File: src/rtl/verificador_de_senha.sv
// Keypad password lock: timed unlock, wrong-attempt alarm and two-step password change.
// Defining BLOQUEIO_EN adds a lockout after MAX_TENTATIVAS consecutive failures.
module verificador_de_senha #(
    parameter logic [79:0] SENHA_PADRAO   = 80'hFFFF_FFFF_FFFF_FFFF_1234,
    parameter int          T_ABERTO       = 500,
    parameter int          T_ERRO         = 100,
    parameter int          T_BLOQUEIO     = 1000,
    parameter int          MAX_TENTATIVAS = 3
) (
    input  logic        clk,
    input  logic        rst,
    input  logic [79:0] digitos_value,
    input  logic        digitos_valid,
    input  logic        modo_config,
    output logic        teclado_enable,
    output logic        destrancar,
    output logic        alarme,
    output logic        bloqueado
);

    if (T_ABERTO < 1 || T_ABERTO > 65536 || T_ERRO < 1 || T_ERRO > 65536 ||
        T_BLOQUEIO < 1 || T_BLOQUEIO > 65536 || MAX_TENTATIVAS < 1) begin : g_param_invalido
        $error("verificador_de_senha: timer values must be 1..65536 and MAX_TENTATIVAS >= 1");
    end

    typedef enum logic [2:0] {
        INICIO,
        AGUARDA,
        VERIFICA,
        ABERTO,
        ERRO,
        CFG_NOVA,
        CFG_CONFIRMA
`ifdef BLOQUEIO_EN
        , BLOQUEADO
`endif
    } estado_t;

    localparam logic [15:0] CARGA_ABERTO = 16'(T_ABERTO - 1);
    localparam logic [15:0] CARGA_ERRO   = 16'(T_ERRO - 1);

    function automatic logic eh_cancel(input logic [79:0] d);
        return (d == {20{4'hB}}) || (d == {20{4'hE}});
    endfunction

    // A password needs at least four real digits in the most recent positions.
    function automatic logic eh_curta(input logic [79:0] d);
        return (d[3:0] == 4'hF) || (d[7:4] == 4'hF) ||
               (d[11:8] == 4'hF) || (d[15:12] == 4'hF);
    endfunction

    estado_t     estado_q, estado_d;
    logic [15:0] timer_q, timer_d;
    logic [79:0] senha_q;
    logic [79:0] candidato_q;
    logic [79:0] entrada_q;
    logic        valid_ok;
    logic        captura_entrada;
    logic        captura_cand;
    logic        grava_senha;
    logic        falha_cfg;

`ifdef BLOQUEIO_EN
    localparam int          FALHAS_W   = $clog2(MAX_TENTATIVAS + 1);
    localparam logic [15:0] CARGA_BLOQ = 16'(T_BLOQUEIO - 1);
    localparam logic [FALHAS_W-1:0] FALHAS_MAX = FALHAS_W'(MAX_TENTATIVAS);

    logic [FALHAS_W-1:0] falhas_q;
    logic                inc_falha;
    logic                zera_falha;
`endif

    // Keypad strobes only count while the registered enable is high.
    assign valid_ok = digitos_valid && teclado_enable;

    always_comb begin
        estado_d        = estado_q;
        captura_entrada = 1'b0;
        captura_cand    = 1'b0;
        grava_senha     = 1'b0;
        falha_cfg       = 1'b0;
`ifdef BLOQUEIO_EN
        inc_falha       = 1'b0;
        zera_falha      = 1'b0;
`endif
        case (estado_q)
            INICIO: estado_d = AGUARDA;
            AGUARDA: begin
                if (valid_ok && !eh_cancel(digitos_value)) begin
                    captura_entrada = 1'b1;
                    estado_d        = VERIFICA;
                end
            end
            VERIFICA: begin
                if (entrada_q == senha_q) begin
                    estado_d = ABERTO;
`ifdef BLOQUEIO_EN
                    zera_falha = 1'b1;
`endif
                end else begin
                    estado_d = ERRO;
`ifdef BLOQUEIO_EN
                    inc_falha = 1'b1;
`endif
                end
            end
            ABERTO: begin
                if (timer_q == 16'd0) estado_d = modo_config ? CFG_NOVA : AGUARDA;
            end
            ERRO: begin
                if (timer_q == 16'd0) begin
`ifdef BLOQUEIO_EN
                    estado_d = (falhas_q == FALHAS_MAX) ? BLOQUEADO : AGUARDA;
`else
                    estado_d = AGUARDA;
`endif
                end
            end
`ifdef BLOQUEIO_EN
            BLOQUEADO: begin
                if (timer_q == 16'd0) begin
                    zera_falha = 1'b1;
                    estado_d   = AGUARDA;
                end
            end
`endif
            CFG_NOVA: begin
                if (valid_ok) begin
                    if (eh_cancel(digitos_value) || eh_curta(digitos_value)) begin
                        estado_d = AGUARDA;
                    end else begin
                        captura_cand = 1'b1;
                        estado_d     = CFG_CONFIRMA;
                    end
                end
            end
            CFG_CONFIRMA: begin
                if (valid_ok) begin
                    estado_d = AGUARDA;
                    if (digitos_value == candidato_q) grava_senha = 1'b1;
                    else                              falha_cfg   = 1'b1;
                end
            end
            default: estado_d = INICIO;
        endcase

        // Timers reload when a timed state is entered and free-run down to zero otherwise.
        timer_d = (timer_q != 16'd0) ? timer_q - 16'd1 : 16'd0;
        if (estado_d != estado_q) begin
            case (estado_d)
                ABERTO:    timer_d = CARGA_ABERTO;
                ERRO:      timer_d = CARGA_ERRO;
`ifdef BLOQUEIO_EN
                BLOQUEADO: timer_d = CARGA_BLOQ;
`endif
                default:   timer_d = 16'd0;
            endcase
        end
    end

    always_ff @(posedge clk or negedge rst) begin
        if (!rst) begin
            estado_q       <= INICIO;
            timer_q        <= 16'd0;
            senha_q        <= SENHA_PADRAO;
            candidato_q    <= '1;
            teclado_enable <= 1'b0;
            destrancar     <= 1'b0;
            alarme         <= 1'b0;
        end else begin
            estado_q       <= estado_d;
            timer_q        <= timer_d;
            if (captura_cand) candidato_q <= digitos_value;
            if (grava_senha)  senha_q     <= candidato_q;
            // Outputs are decoded from the next state so they line up with estado_q.
            teclado_enable <= (estado_d == AGUARDA) || (estado_d == CFG_NOVA) ||
                              (estado_d == CFG_CONFIRMA);
            destrancar     <= (estado_d == ABERTO);
            alarme         <= (estado_d == ERRO) || falha_cfg;
        end
    end

    always_ff @(posedge clk) begin
        if (captura_entrada) entrada_q <= digitos_value;
    end

`ifdef BLOQUEIO_EN
    always_ff @(posedge clk or negedge rst) begin
        if (!rst) begin
            falhas_q  <= '0;
            bloqueado <= 1'b0;
        end else begin
            if (zera_falha)                              falhas_q <= '0;
            else if (inc_falha && falhas_q != FALHAS_MAX) falhas_q <= falhas_q + 1'b1;
            bloqueado <= (estado_d == BLOQUEADO);
        end
    end
`else
    assign bloqueado = 1'b0;
`endif

endmodule

File: config.mk
export PLATFORM = sky130hd
export DESIGN_NAME = verificador_de_senha
export DESIGN_NICKNAME = d
export VERILOG_FILES = /design/src/rtl/verificador_de_senha.sv
export SDC_FILE = /design/constraint.sdc
export NUM_CORES = 1
export LEC_CHECK = 0
export BUFFER_PORTS_ARGS = -buffer_cell sky130_fd_sc_hd__buf_2
export CAP_MARGIN = 20
export CORE_MARGIN = 4
export CORE_UTILIZATION = 55
export DETAILED_ROUTE_END_ITERATION = 8
export GPL_TIMING_DRIVEN = 0
export PLACE_DENSITY_LB_ADDON = 0.3
export SLEW_MARGIN = 5
export SYNTH_ARGS = -nofsm -noshare
export SYNTH_HDL_FRONTEND = slang
export SYNTH_SLANG_ARGS = --single-unit
File: constraint.sdc
create_clock -name clk -period 4.36 [get_ports clk]
set_input_delay 0.654 -clock clk [delete_from_list [all_inputs] [get_ports clk]]
set_output_delay 0.654 -clock clk [all_outputs]
set_load 0.02 [all_outputs]
==> impl_metrics.prom, run 1 <==
# TYPE chip_impl_metric gauge
chip_impl_metric{name="synth_warnings",unit=""} 0
chip_impl_metric{name="num-fill-cells",unit=""} 1699
chip_impl_metric{name="internal-power",unit="mW"} 4.16
chip_impl_metric{name="p_sw",unit="mW"} 1.10
chip_impl_info{name="cp-end-kind",value="register"} 1
chip_impl_metric{name="met2WireLength",unit="mm"} 14.9
chip_impl_metric{name="vias_per_cell",unit=""} 5.91
chip_impl_metric{name="post-route-period-util",unit=""} 0.799
chip_impl_metric{name="tot_pwr",unit="mW"} 5.26
chip_impl_metric{name="netlist.area_leader.share",unit=""} 0.312
chip_impl_metric{name="grt_start_max_net_pins",unit=""} 103
chip_impl_metric{name="ys_seq_area_frac",unit=""} 0.569
chip_impl_metric{name="timing.final.max_slew_violations",unit=""} 0
chip_impl_metric{name="timing.critical_path.arrival",unit="ns"} 3.95
chip_impl_metric{name="cts_max_path_buffers",unit=""} 3
chip_impl_info{name="dominantRegCellSynth",value="sky130_fd_sc_hd__dfstp_2"} 1
chip_impl_metric{name="clk-insertion-delay-late",unit="ns"} 0.54
chip_impl_metric{name="clock_transition_time_at_the_flip_flop_clock_pins_of_the_worst_setup_and_hold_paths",unit="ns"} 0.06
chip_impl_metric{name="port-buffer-count",unit=""} 86
chip_impl_metric{name="via_count_of_the_first_global_routing_pass",unit=""} 7745
chip_impl_metric{name="die_width",unit="um"} 159
chip_impl_metric{name="cts.hold.buffers_added",unit=""} 0
chip_impl_metric{name="postSynthAreaPerCell",unit="um2"} 14.4
chip_impl_info{name="clock_tree.root_cell",value="sky130_fd_sc_hd__clkbuf_16"} 1
chip_impl_info{name="critical_path.most_common_cell",value="sky130_fd_sc_hd__nand4_1"} 1
chip_impl_info{name="synth_area_leader_cell",value="sky130_fd_sc_hd__dfstp_2"} 1
chip_impl_metric{name="first_pass_iters",unit=""} 5
chip_impl_metric{name="detailedPlacementHpwl",unit="mm"} 22.3
chip_impl_metric{name="number_of_enable_flip_flop_cells_after_synthesis",unit=""} 80
chip_impl_metric{name="first_iter_violations",unit=""} 519
chip_impl_metric{name="design.final.nets",unit=""} 1075
chip_impl_metric{name="finalWirelength",unit="mm"} 31.0
chip_impl_metric{name="grt_pass1_wl",unit="mm"} 47.3
chip_impl_metric{name="grt_util_all_layers",unit=""} 0.241
chip_impl_metric{name="ff_latch_count_synth",unit=""} 262
chip_impl_metric{name="ctsHtreeMaxLevel",unit=""} 1
chip_impl_info{name="maxUsedRoutingLayer",value="met4"} 1
chip_impl_info{name="cpLargestDelayFamily",value="simple AND/OR/NAND/NOR gates"} 1
chip_impl_metric{name="antenna_found_initial",unit=""} 0
chip_impl_metric{name="floorplan.rows",unit=""} 55
chip_impl_metric{name="cts.repair.resized",unit=""} 0
chip_impl_metric{name="insertedDiodeCount",unit=""} 0
chip_impl_metric{name="drive_above_1_share",unit=""} 0.483
chip_impl_metric{name="route.antenna.remaining_nets",unit=""} 0
chip_impl_metric{name="cts_made_buffers",unit=""} 28
chip_impl_metric{name="clock_sink_count",unit=""} 262
chip_impl_metric{name="p_sw_frac",unit=""} 0.209
chip_impl_metric{name="grt-ovfl-total",unit=""} 0
chip_impl_metric{name="gpl.final_weighted_congestion",unit=""} 0.857
chip_impl_info{name="worstPathCellList",value="buf_2 > nor4bb_1 > nand4_1 > nor4_1 > o21ai_1 > nand4_1 > buf_4 > buf_6 > mux2_2"} 1
chip_impl_metric{name="fin_crit",unit="ns"} 3.49
chip_impl_metric{name="postCtsSetupBuffers",unit=""} 0
chip_impl_info{name="synth_area_leaders",value="sky130_fd_sc_hd__dfstp_2, sky130_fd_sc_hd__edfxtp_1, sky130_fd_sc_hd__mux2_4"} 1
chip_impl_metric{name="worst_margin_pin_slew",unit="ns"} 0.974
chip_impl_metric{name="crit_fanout",unit=""} 10
chip_impl_metric{name="clockPowerShare",unit=""} 0.478
chip_impl_metric{name="timing.slew.headroom",unit=""} 0.344
chip_impl_info{name="hp-class",value="input port to asynchronous set/reset pin"} 1
chip_impl_metric{name="nets_in_the_synthesized_netlist",unit=""} 955
chip_impl_info{name="synth_commonest_cells",value="sky130_fd_sc_hd__dfstp_2, sky130_fd_sc_hd__xnor2_1, sky130_fd_sc_hd__edfxtp_1, sky130_fd_sc_hd__mux2_4, sky130_fd_sc_hd__mux2_2"} 1
chip_impl_metric{name="synth_cell_type_count",unit=""} 65
chip_impl_metric{name="initial_standard_cell_utilization_of_the_core",unit=""} 0.556
chip_impl_metric{name="timing.critical_path.buf_inv",unit=""} 3
chip_impl_metric{name="floorplan.core_area",unit="mm2"} 0.0226
chip_impl_metric{name="dieArea",unit="mm2"} 0.0253
chip_impl_metric{name="routedLengthMet1",unit="mm"} 13.6
chip_impl_info{name="cts_tree",value="done"} 1
chip_impl_info{name="startpoint_type",value="input port"} 1
chip_impl_metric{name="synth_cells",unit=""} 870
chip_impl_metric{name="critPathRequiredTime",unit="ns"} 4.82
chip_impl_metric{name="crit_path_max_incr_delay",unit="ns"} 0.83
chip_impl_metric{name="worst_vdd_rail_ir_drop",unit="V"} 0.000327
chip_impl_metric{name="timing.final.ws_setup",unit="ns"} 0.874
chip_impl_metric{name="fin_setup_tns",unit="ns"} 0
chip_impl_info{name="status",value="finished, final reports clean"} 1
chip_impl_metric{name="hold_viol",unit=""} 0
chip_impl_metric{name="met3RoutedLength",unit="mm"} 1.48
chip_impl_metric{name="comb_power_share",unit=""} 0.038
chip_impl_metric{name="pre_cts_ws",unit="ns"} 0.525
chip_impl_info{name="slowest_stage",value="sky130_fd_sc_hd__nor4_1"} 1
chip_impl_metric{name="design.portCount",unit=""} 88
chip_impl_metric{name="final_core_utilization",unit=""} 0.640
chip_impl_metric{name="drc",unit=""} 0
chip_impl_metric{name="die_h",unit="um"} 159
chip_impl_info{name="post-synth-top-count-cell",value="sky130_fd_sc_hd__dfstp_2"} 1
chip_impl_metric{name="timing.fmax",unit="MHz"} 287
chip_impl_info{name="grt_setup_unrepaired",value="false"} 1
chip_impl_metric{name="syn_to_final_growth",unit="%"} 15.1
chip_impl_metric{name="setup-violations-final",unit=""} 0
chip_impl_metric{name="post_synthesis_cell_area",unit="mm2"} 0.0125
chip_impl_metric{name="max_capacitance_violation_count",unit=""} 0
chip_impl_metric{name="routed-via-count",unit=""} 7660
chip_impl_metric{name="dp.cells",unit=""} 1245
chip_impl_info{name="worst-setup-path-type",value="input port to register"} 1
chip_impl_metric{name="wl_per_cell",unit="um"} 23.9
chip_impl_metric{name="final_cells",unit=""} 1297
chip_impl_metric{name="power_leakage",unit="nW"} 5.71
chip_impl_metric{name="power.sequential.fraction",unit=""} 0.484
chip_impl_metric{name="pwr_density_cell",unit="mW/mm2"} 364
chip_impl_metric{name="clock_skew",unit="ns"} 0.0105
chip_impl_metric{name="synthArstFlopShare",unit=""} 0.695
-- sequential cells by signal, summed over array words and instances, names as in the netlist --
signal	flops
candidato_q	80
entrada_q	80
senha_q	80
timer_q	16
estado_q	3
alarme	1
destrancar	1
teclado_enable	1
-- per-layer routing --
metal,vias to the layer above,global-route usage
met4,0,0.0805
met5,-,0
met1,3948,0.337
met3,53,0.0324
li1,3435,-
met2,224,0.395
-- final cells by class --
cell class | count | area [um2] | area share
timing repair buffer | 90 | 543 | 0.0376
clock inverter | 9 | 144 | 0.00997
tap | 285 | 357 | 0.0247
clock buffer | 43 | 838 | 0.0581
multi-input combinational | 559 | 5080 | 0.352
sequential | 262 | 7140 | 0.495
buffer | 28 | 250 | 0.0173
inverter | 21 | 78.8 | 0.00546
-- power groups by stage --
stage / combinational (mW) / sequential [mW] / clock [mW]
floorplan: 0.0486 / 2.58 / 0
global placement: 0.196 / 2.58 / 0
detailed placement: 0.201 / 2.58 / 0
CTS: 0.202 / 2.54 / 2.54
global route: 0.217 / 2.54 / 2.65
finish: 0.201 / 2.54 / 2.51
-- metrics by stage --
stage / instance area [um2] / hold WS, ns
final: 14400 / 0.209
after global placement: 13300 / 0.486
after floorplan: 12500 / 0.358
after CTS: 14400 / 0.228
after global routing: 14400 / 0.277
after detailed placement: 13500 / 0.497
-- logic make-up (layout without fill, tap and decap cells) --
group,after synthesis,after routing,share of synthesized area
AO/OA/AOI/OAI,55,55,0.0319
XOR/XNOR,157,157,0.110
adder cells (fa/ha/maj),1,1,0.000997
buffers and inverters,49,191,0.0262
flip-flops,262,262,0.569
multiplexers,156,156,0.163
other,1,1,0.000299
AND/OR/NAND/NOR,189,189,0.0982
-- final timing paths --
kind | cells after the start | start | end | slack, ns
max | 9 | digitos_value[24] | candidato_q[66] | 0.87
min | 1 | rst | senha_q[15] | 0.21
max reg2reg | 8 | senha_q[78] | timer_q[2] | 1.05
min reg2reg | 2 | candidato_q[29] | senha_q[29] | 0.50
max in group asynchronous | 2 | rst | candidato_q[66] | 3.26
min in group clk | 1 | digitos_value[55] | entrada_q[55] | 0.34
-- placed cells by master, fill, tap and decap left out, types with 14 or more instances in the layout --
cell and n:
sky130_fd_sc_hd__dfstp_2 149, sky130_fd_sc_hd__xnor2_1 128, sky130_fd_sc_hd__buf_2 92, sky130_fd_sc_hd__edfxtp_1 80, sky130_fd_sc_hd__mux2_4 79, sky130_fd_sc_hd__mux2_2 75
sky130_fd_sc_hd__nand4_1 54, sky130_fd_sc_hd__nand2_1 34, sky130_fd_sc_hd__dfrtp_1 33, sky130_fd_sc_hd__xor2_1 29, sky130_fd_sc_hd__clkbuf_16 29, sky130_fd_sc_hd__inv_1 21
sky130_fd_sc_hd__nor4_1 19, sky130_fd_sc_hd__nor2_1 14
No activity file was read; power rests on OpenSTA's default activity.
==> run 2: changes to the inputs <==
--- a/config.mk
+++ b/config.mk
@@ -8,7 +8,7 @@
 export BUFFER_PORTS_ARGS = -buffer_cell sky130_fd_sc_hd__buf_2
 export CAP_MARGIN = 20
 export CORE_MARGIN = 4
-export CORE_UTILIZATION = 55
+export CORE_UTILIZATION = 61
 export DETAILED_ROUTE_END_ITERATION = 8
 export GPL_TIMING_DRIVEN = 0
 export PLACE_DENSITY_LB_ADDON = 0.3
==> constraint.sdc (replaced) <==
create_clock -name clk -period 3.4 [get_ports clk]
set_input_delay 0.51 -clock clk [delete_from_list [all_inputs] [get_ports clk]]
set_output_delay 0.51 -clock clk [all_outputs]
set_load 0.02 [all_outputs]
==> run 2 against run 1 <==
  * Clock power is 15% higher
  * Global-route usage grew 3.3 points
  * Highest routed layer unchanged
  * Core utilization grew 6.8 points
  * Combinational power grew 28%
  * Clock-buffer cell count is 2 higher
  * Wire length is 0.22% lower
  * Clock skew grew 0.0029 ns
  * Setup slack worse by 0.68 ns
  * Register-to-register slack got worse by 0.79 ns
  * Largest cell class unchanged
  * Non-clock buffer count unchanged
  * The flow now finishes with violations (hold timing)
  * Critical path type unchanged
  * Hold slack worse by 0.21 ns
==> impl_metrics.prom, run 2 (synthesis results as in run 1) <==
# TYPE chip_impl_metric gauge
chip_impl_metric{name="crit_fanout",unit=""} 10
chip_impl_metric{name="postCtsSetupBuffers",unit=""} 0
chip_impl_metric{name="regToRegSetupSlack",unit="ns"} 0.26
chip_impl_metric{name="power.sequential.fraction",unit=""} 0.510
chip_impl_metric{name="timing.final.ws_setup",unit="ns"} 0.191
chip_impl_metric{name="design.portCount",unit=""} 88
chip_impl_info{name="grt_setup_unrepaired",value="false"} 1
chip_impl_metric{name="grt_start_max_net_pins",unit=""} 94
chip_impl_metric{name="hold_viol",unit=""} 1
chip_impl_metric{name="max_capacitance_violation_count",unit=""} 0
chip_impl_info{name="worstPathCellList",value="buf_2 > nor4bb_1 > nand4_1 > nor4_1 > o21ai_1 > nand4_1 > buf_4 > buf_6 > mux2_2"} 1
chip_impl_metric{name="routed-via-count",unit=""} 7708
chip_impl_metric{name="timing.critical_path.buf_inv",unit=""} 3
chip_impl_metric{name="critPathRequiredTime",unit="ns"} 3.86
chip_impl_info{name="cts_tree",value="done"} 1
chip_impl_metric{name="initial_standard_cell_utilization_of_the_core",unit=""} 0.620
chip_impl_metric{name="via_count_of_the_first_global_routing_pass",unit=""} 7912
chip_impl_metric{name="pre_cts_ws",unit="ns"} -0.267
chip_impl_metric{name="detailedPlacementHpwl",unit="mm"} 22.4
chip_impl_info{name="critical_path.most_common_cell",value="sky130_fd_sc_hd__nand4_1"} 1
chip_impl_info{name="slowest_stage",value="sky130_fd_sc_hd__nor4_1"} 1
chip_impl_metric{name="internal-power",unit="mW"} 5.00
chip_impl_metric{name="post-route-period-util",unit=""} 0.944
chip_impl_info{name="hp-class",value="input port to asynchronous set/reset pin"} 1
chip_impl_info{name="startpoint_type",value="input port"} 1
chip_impl_metric{name="p_sw_frac",unit=""} 0.217
chip_impl_info{name="violations",value="hold timing"} 1
chip_impl_metric{name="die_width",unit="um"} 151
chip_impl_metric{name="power_leakage",unit="nW"} 5.68
chip_impl_metric{name="cts.repair.resized",unit=""} 0
chip_impl_metric{name="timing.fmax",unit="MHz"} 312
chip_impl_metric{name="drc",unit=""} 0
chip_impl_metric{name="timing.final.max_slew_violations",unit=""} 0
chip_impl_info{name="final_common_cell",value="sky130_fd_sc_hd__dfstp_2"} 1
chip_impl_metric{name="clock_sink_count",unit=""} 262
chip_impl_metric{name="wl_per_cell",unit="um"} 24.1
chip_impl_metric{name="cts_max_path_buffers",unit=""} 3
chip_impl_metric{name="cts.hold.buffers_added",unit=""} 0
chip_impl_metric{name="dieArea",unit="mm2"} 0.0229
chip_impl_metric{name="floorplan.core_area",unit="mm2"} 0.0202
chip_impl_metric{name="grt_pass1_wl",unit="mm"} 46.5
chip_impl_metric{name="insertedDiodeCount",unit=""} 0
chip_impl_metric{name="clock_transition_time_at_the_flip_flop_clock_pins_of_the_worst_setup_and_hold_paths",unit="ns"} 0.06
chip_impl_metric{name="route.antenna.remaining_nets",unit=""} 0
chip_impl_info{name="worst-setup-path-type",value="input port to register"} 1
chip_impl_metric{name="first_iter_violations",unit=""} 590
chip_impl_metric{name="finalWirelength",unit="mm"} 30.9
chip_impl_metric{name="cts_made_buffers",unit=""} 28
chip_impl_metric{name="placement.cell_area",unit="mm2"} 0.0134
chip_impl_metric{name="worst_hold_slack",unit="ns"} -0.00167
chip_impl_metric{name="worst_margin_pin_slew",unit="ns"} 0.939
chip_impl_metric{name="grt_util_all_layers",unit=""} 0.274
chip_impl_metric{name="design.final.nets",unit=""} 1075
chip_impl_metric{name="comb_power_share",unit=""} 0.040
chip_impl_info{name="clock_tree.root_cell",value="sky130_fd_sc_hd__clkbuf_16"} 1
chip_impl_metric{name="drive_above_1_share",unit=""} 0.481
chip_impl_metric{name="crit_path_max_incr_delay",unit="ns"} 0.79
chip_impl_metric{name="p_sw",unit="mW"} 1.39
chip_impl_info{name="cp-end-kind",value="register"} 1
chip_impl_metric{name="timing.critical_path.arrival",unit="ns"} 3.67
chip_impl_info{name="regToRegEndpoint",value="timer_q[7]"} 1
chip_impl_metric{name="fin_crit",unit="ns"} 3.21
chip_impl_info{name="registers_with_the_most_flip_flops",value="candidato_q: 80 flops, entrada_q: 80 flops, senha_q: 80 flops"} 1
chip_impl_metric{name="final_core_utilization",unit=""} 0.708
chip_impl_metric{name="antenna_found_initial",unit=""} 0
chip_impl_metric{name="clockPowerShare",unit=""} 0.450
chip_impl_metric{name="reg2reg_depth",unit=""} 8
chip_impl_metric{name="ctsHtreeMaxLevel",unit=""} 1
chip_impl_metric{name="gpl.final_weighted_congestion",unit=""} 0.837
chip_impl_metric{name="finalInstanceArea",unit="mm2"} 0.0143
chip_impl_metric{name="timing.slew.headroom",unit=""} 0.368
chip_impl_metric{name="grt-ovfl-total",unit=""} 0
chip_impl_metric{name="syn_to_final_growth",unit="%"} 14.1
chip_impl_metric{name="path_depth",unit=""} 9
chip_impl_metric{name="port-buffer-count",unit=""} 86
chip_impl_metric{name="first_pass_iters",unit=""} 5
chip_impl_metric{name="vias_per_cell",unit=""} 6.01
chip_impl_metric{name="worst_vdd_rail_ir_drop",unit="V"} 0.000489
chip_impl_metric{name="die_h",unit="um"} 151
chip_impl_metric{name="clk-insertion-delay-late",unit="ns"} 0.54
chip_impl_metric{name="floorplan.rows",unit=""} 52
chip_impl_info{name="layout_common_cells",value="sky130_fd_sc_hd__dfstp_2, sky130_fd_sc_hd__xnor2_1, sky130_fd_sc_hd__buf_2"} 1
chip_impl_metric{name="pwr_density_cell",unit="mW/mm2"} 446
chip_impl_metric{name="clock_skew",unit="ns"} 0.0134
chip_impl_metric{name="setup-violations-final",unit=""} 0
chip_impl_info{name="worstReg2RegStart",value="senha_q[50]"} 1
chip_impl_info{name="status",value="finished, violations left"} 1
chip_impl_info{name="cpLargestDelayFamily",value="simple AND/OR/NAND/NOR gates"} 1
chip_impl_metric{name="tot_pwr",unit="mW"} 6.39
## run 2: per-layer routing
layer	vias to the layer above	global-route usage	part of all wire
li1	3440	-	-
met1	3922	0.377	0.42
met2	268	0.437	0.47
met3	78	0.0476	0.063
met4	0	0.110	0.045
met5	-	0	0
## run 2: worst max path at each step
stage / from / to / slack [ns]
3_3_place_gp: rst / senha_q[0] / -1.21
3_5_place_dp: digitos_value[24] / candidato_q[77] / -0.27
4_1_cts: entrada_q[78] / timer_q[7] / 0.17
2_1_floorplan: digitos_value[2] / entrada_q[0] / 0.59
5_1_grt: digitos_value[24] / candidato_q[69] / 0.06
6_report: digitos_value[24] / candidato_q[69] / 0.19
## run 2: power by group through the flow
stage | Combinational (mW) | Clock, mW | Sequential (mW)
final | 0.257 | 2.88 | 3.26
after global routing | 0.275 | 3.04 | 3.26
after global placement | 0.247 | 0 | 3.31
after detailed placement | 0.254 | 0 | 3.31
after floorplan | 0.0624 | 0 | 3.31
after CTS | 0.256 | 2.90 | 3.26
## run 2: stage by stage
stage	cells	hold WS (ns)	setup TNS [ns]
after detailed placement	1230	0.482	-14.55
final	1282	-0.00167	0
after global placement	1226	0.478	-115.51
after CTS	1282	0.0240	0
after global routing	1282	0.0530	0
after floorplan	870	0.214	0
## run 2: cell type report
type / instances / area [um2]
sequential: 262 / 7140
fill: 1387 / 5910
tap: 270 / 338
buffer: 28 / 250
multi-input combinational: 559 / 5090
clock buffer: 45 / 826
clock inverter: 7 / 46.3
inverter: 21 / 78.8
timing repair buffer: 90 / 543
